### src/rtl/nn_stream_adapter.sv
// nn_stream_adapter: collects 22 16-bit feature words into registers that
// feed a combinational network, waits SETTLE cycles for the network to
// settle, captures its four 32-bit outputs together with their argmax, then
// streams the four results out with a valid/ready handshake.
module nn_stream_adapter #(
    parameter int SETTLE = 2
) (
    input  logic         clk,
    input  logic         rst,
    input  logic [15:0]  s_data,
    input  logic         s_valid,
    output logic         s_ready,
    output logic [351:0] nn_in,
    input  logic [127:0] nn_out,
    output logic [31:0]  m_data,
    output logic         m_valid,
    input  logic         m_ready,
    output logic         m_last,
    output logic [1:0]   m_class,
    output logic         busy
);

    localparam int         NFEAT       = 22;
    localparam logic [4:0] LAST_IDX    = 5'd21;
    localparam logic [7:0] SETTLE_INIT = 8'(SETTLE);

    typedef enum logic [1:0] {
        ST_LOAD,
        ST_SETTLE,
        ST_SEND
    } state_t;

    state_t      state;
    state_t      state_next;

    logic [15:0] feature [NFEAT];
    logic [4:0]  idx;
    logic [7:0]  cnt;
    logic [31:0] result [4];
    logic [1:0]  oidx;
    logic [1:0]  cls;

    logic        s_fire;
    logic        m_fire;
    logic        load_done;
    logic        settle_done;
    logic        send_done;

    logic [31:0] best_val;
    logic [1:0]  argmax;

    // Handshake qualifiers: a word moves only when both sides agree.
    assign s_fire      = s_valid && s_ready;
    assign m_fire      = m_valid && m_ready;
    assign load_done   = s_fire && (idx == LAST_IDX);
    assign settle_done = (state == ST_SETTLE) && (cnt == 8'd1);
    assign send_done   = m_fire && (oidx == 2'd3);

    // The result stream always shows the word selected by the output index.
    assign m_data  = result[oidx];
    assign m_last  = m_valid && (oidx == 2'd3);
    assign m_class = cls;

    // Network inputs come straight from the feature registers, lane k at 16k.
    for (genvar k = 0; k < NFEAT; k++) begin : g_lanes
        assign nn_in[16*k +: 16] = feature[k];
    end

    // State register.
    always_ff @(posedge clk or posedge rst) begin
        if (rst) begin
            state <= ST_LOAD;
        end else begin
            state <= state_next;
        end
    end

    // Next-state and handshake outputs; everything is held low during reset.
    always_comb begin
        state_next = state;
        s_ready    = 1'b0;
        m_valid    = 1'b0;
        busy       = 1'b0;
        if (!rst) begin
            unique case (state)
                ST_LOAD: begin
                    s_ready = 1'b1;
                    if (load_done) begin
                        state_next = ST_SETTLE;
                    end
                end
                ST_SETTLE: begin
                    busy = 1'b1;
                    if (settle_done) begin
                        state_next = ST_SEND;
                    end
                end
                ST_SEND: begin
                    busy    = 1'b1;
                    m_valid = 1'b1;
                    if (send_done) begin
                        state_next = ST_LOAD;
                    end
                end
                default: begin
                    state_next = ST_LOAD;
                end
            endcase
        end
    end

    // Each feature register is written only when its own word is accepted.
    for (genvar k = 0; k < NFEAT; k++) begin : g_feat
        always_ff @(posedge clk or posedge rst) begin
            if (rst) begin
                feature[k] <= '0;
            end else if (s_fire && (idx == 5'(k))) begin
                feature[k] <= s_data;
            end
        end
    end

    // Input word index: counts accepted words and wraps after the 22nd.
    always_ff @(posedge clk or posedge rst) begin
        if (rst) begin
            idx <= '0;
        end else if (load_done) begin
            idx <= '0;
        end else if (s_fire) begin
            idx <= idx + 5'd1;
        end
    end

    // Settle counter: loaded on the last feature, counts down to one.
    always_ff @(posedge clk or posedge rst) begin
        if (rst) begin
            cnt <= '0;
        end else if (load_done) begin
            cnt <= SETTLE_INIT;
        end else if (state == ST_SETTLE) begin
            cnt <= cnt - 8'd1;
        end
    end

    // Argmax of the four network outputs; strict compare keeps ties low.
    always_comb begin
        best_val = nn_out[31:0];
        argmax   = 2'd0;
        for (int i = 1; i < 4; i++) begin
            if (nn_out[32*i +: 32] > best_val) begin
                best_val = nn_out[32*i +: 32];
                argmax   = 2'(i);
            end
        end
    end

    // Capture the settled network outputs and their class in one edge.
    always_ff @(posedge clk or posedge rst) begin
        if (rst) begin
            for (int i = 0; i < 4; i++) begin
                result[i] <= '0;
            end
            cls <= '0;
        end else if (settle_done) begin
            for (int i = 0; i < 4; i++) begin
                result[i] <= nn_out[32*i +: 32];
            end
            cls <= argmax;
        end
    end

    // Output word index: advances on each accepted result, wraps after four.
    always_ff @(posedge clk or posedge rst) begin
        if (rst) begin
            oidx <= '0;
        end else if (send_done) begin
            oidx <= '0;
        end else if (m_fire) begin
            oidx <= oidx + 2'd1;
        end
    end

endmodule

### config.mk
export PLATFORM = sky130hd
export DESIGN_NAME = nn_stream_adapter
export DESIGN_NICKNAME = d
export VERILOG_FILES = /design/src/rtl/nn_stream_adapter.sv
export SDC_FILE = /design/constraint.sdc
export NUM_CORES = 1
export LEC_CHECK = 0
export BUFFER_PORTS_ARGS = -buffer_cell sky130_fd_sc_hd__clkbuf_2
export CORE_MARGIN = 3
export CORE_UTILIZATION = 40
export CTS_CLUSTER_DIAMETER = 200
export DETAILED_ROUTE_END_ITERATION = 8
export PLACE_DENSITY = 0.59
export SLEW_MARGIN = 20
export SYNTH_ARGS = -nofsm -noshare
export SYNTH_HDL_FRONTEND = slang
export SYNTH_SLANG_ARGS = --single-unit
### constraint.sdc
create_clock -name clk -period 19.4 [get_ports clk]
set_input_delay 0.97 -clock clk [delete_from_list [all_inputs] [get_ports clk]]
set_output_delay 0.97 -clock clk [all_outputs]
set_load 0.05 [all_outputs]
==> results.md <==
- Port Buf Inserts: 537
- Power, Total: 0.00424 W
- Area grow syn2layout: 22.4%
- Clock Sinks: 499
- Top Layer Used: met5
- Post-synth EDFFs: 0
- GRT Overall Usage: 0.238
- Clock Skew: 0.0224 ns
- RSZ-0062 raised after global routing: false
- CP arrival: 8.51 ns
- Via density: 5.31
- DRT Pass-1 Iters: 5
- First-iteration detailed-routing DRC count: 916
- Syn avg cell area: 12.0 µm²
- Final min period: 8.02 ns
- Worst skew pair latency: 0.61 ns
- Post-CTS sizing: 0
- Post-CTS setup buffer count: 0
- Die height: 246 µm
- Syn nets: 2175
- Worst setup SP type: primary input
- Hold buffers post-CTS: 0
- Global route total overflow: 0
- WL met1: 30.0 mm
- DR WL met2: 35.5 mm
- Top cells by area, synth: dfrtp_1 54%, mux2_2 17%, nand2_1 5.8%
- Vias: 17000
- Worst endpoint required time: 19.88 ns
- Antenna viol nets, final: 0
- Async SR Flop Fraction: 1.00
- Die area: 60600 µm²
- Synthesis Warnings: 0
- Worst slew margin: 0.269
- Post-Syn Instances: 1920
- Maximum Capacitance Violations: 0
- CTS Buffer Depth: 3
- Peak supply drop: 110 µV
- Fillcell total: 5166
- Largest net degree at the start of global routing: 176
- Cell Area, Synth: 23100 µm²
- Synth cell types: 58
- Clock Pin Slew Worst Setup and Hold Paths: 0.06 ns
- PwrDens: 150 nW/µm²
- Vias in the first global route: 17600
- # IOs: 538
- Fin cells: 3209
- Initial core utilization: 0.407
- Final hold vios: 0
- Worst Tran Pin Value: 1.09 ns
- Final setup viols: 0
- Commonest non-fill, non-tap cell in the layout: clkbuf_2
- Initial antenna violation count: 12
- Outcome: complete, no violations
- TritonCTS clock tree: yes
- Post-Route WL: 73.4 mm
- CTS buffer count: 53
- Most frequent cells in the layout: 537 x clkbuf_2, 498 x dfrtp_1, 359 x nand2_1
- Final #Nets: 2664
- Prevailing post-synth register cell: dfrtp_1
- Metal3 WL: 4.74 mm
- Wirelength per Cell: 22.9 µm
- LEAKAGE: 14.3 nW
- Combined area of the multi-input logic cells: 9870 µm²
- Core Area: 56700 µm²
- DRC Markers: 0
- WHS: 0.470 ns
- Layout cells sized above 1: 0.428
- Register area: 12500 µm²
- Gp weighted congestion: 0.941
- First-pass GRT wire length: 110 mm
- Final slew viol count: 0
- Final period util: 0.414
- Flops & latches, synth: 499
- F_max: 0.125 GHz
- CTS Root Cell: clkbuf_16
- Post-detail-place hpwl: 54.2 mm
- Sequential element share of the synthesized area: 0.541
- Cell taking the most area after synthesis: dfrtp_1
- Kind of critical path: in -> reg
- Site row count: 87
- Hold/Removal Path Class: reg -> reg
- Yosys top cell area share: 0.541
- Final setup TNS: 0 ns
- Placed Cells: 3108
- Die W: 246 µm
- CTS H-tree depth: 2
- CP Capture Type: flop
- Worst Path Max Fanout: 34
[layout make-up]
type                    count  share of cell area
flip-flops and latches    499               0.442
diodes                      4            0.000354
well taps                 756              0.0335
multi-input cells        1249               0.349
repair buffers            558               0.103
clock inverters            20              0.0122
clock buffers              75              0.0534
inverters                  48             0.00664
[worst max-delay path, stage by stage]
cell,delay (ns)
clkbuf_2,0.10
inv_1,0.06
ha_1,0.31
nand4_1,0.23
or4_1,0.59
nor2_1,0.24
o31a_2,0.74
o21ai_1,0.14
and2_1,0.20
ha_1,0.31
nand4_1,0.24
nor4_2,0.57
nand2_2,0.19
a22oi_4,0.84
and2_1,0.60
buf_4,0.37
a31o_1,0.19
ha_1,0.24
and2_0,0.18
a221o_1,0.30
a22o_1,0.23
nor4b_1,0.28
a2bb2oi_1,0.26
a21oi_1,0.09
[per-stage QoR]
stage / util / setup WS (ns) / cell area (µm²)
global placement: 0.464 / 11.12 / 26300
global route: 0.498 / 10.92 / 28300
floorplan: - / 4.50 / 23100
CTS: 0.497 / 11.50 / 28200
finish: 0.498 / 11.38 / 28300
detailed placement: 0.464 / 10.88 / 26300
[path summary, 6_finish.rpt]
check | start | to | slack (ns) | depth (start not counted)
min in group asynchronous | rst | nn_in[298]$_DFFE_PP0P_ | 0.61 | 2
worst min register to register | result[5]$_DFFE_PP0P_ | result[5]$_DFFE_PP0P_ | 0.47 | 2
worst max register to register | state[0]$_DFFE_PP0P_ | nn_in[132]$_DFFE_PP0P_ | 16.37 | 6
max in group asynchronous | rst | nn_in[283]$_DFFE_PP0P_ | 16.70 | 4
worst max-delay path | nn_out[27] | m_class[1]$_DFFE_PP0P_ | 11.38 | 24
worst min-delay path | result[5]$_DFFE_PP0P_ | result[5]$_DFFE_PP0P_ | 0.47 | 2
[synth_stat cells (all sizes together) (31+ instances only)]
cell type / number
mux2: 354
dfrtp: 499
buf: 46
inv: 48
o21ai: 78
clkbuf: 78
and2: 36
nand3: 44
nand2: 360
a21oi: 76
mux4: 32
ha: 107
a31o: 31
[where the power goes]
group | internal (W) | leakage, nW | switching, W
clock network | 0.000637 | 0.886 | 0.000432
logic | 0.000453 | 7.40 | 0.00127
registers | 0.00129 | 6.06 | 0.000159
total | 0.00238 | 14.3 | 0.00186
[layer usage]
metal,track usage,vias to the layer above
met4,0.0938,16
met5,0,-
met2,0.402,525
met3,0.0552,153
met1,0.296,8662
li1,-,7686
[flip-flops by register name, summed over array words and instances, names as in the netlist]
name     cells
state        2
m_class      2
result     128
nn_in      352
cnt          8
idx          5
oidx         2
[cell families after synthesis]
logic type,synth area share
AND/OR/NAND/NOR,0.0998
buffers and inverters,0.0334
multiplexers,0.204
XOR/XNOR,0.00303
flip-flops,0.541
AO/OA/AOI/OAI,0.0610
adder cells (fa/ha/maj),0.0580
Note: power is estimated with default switching activity, not from simulation.
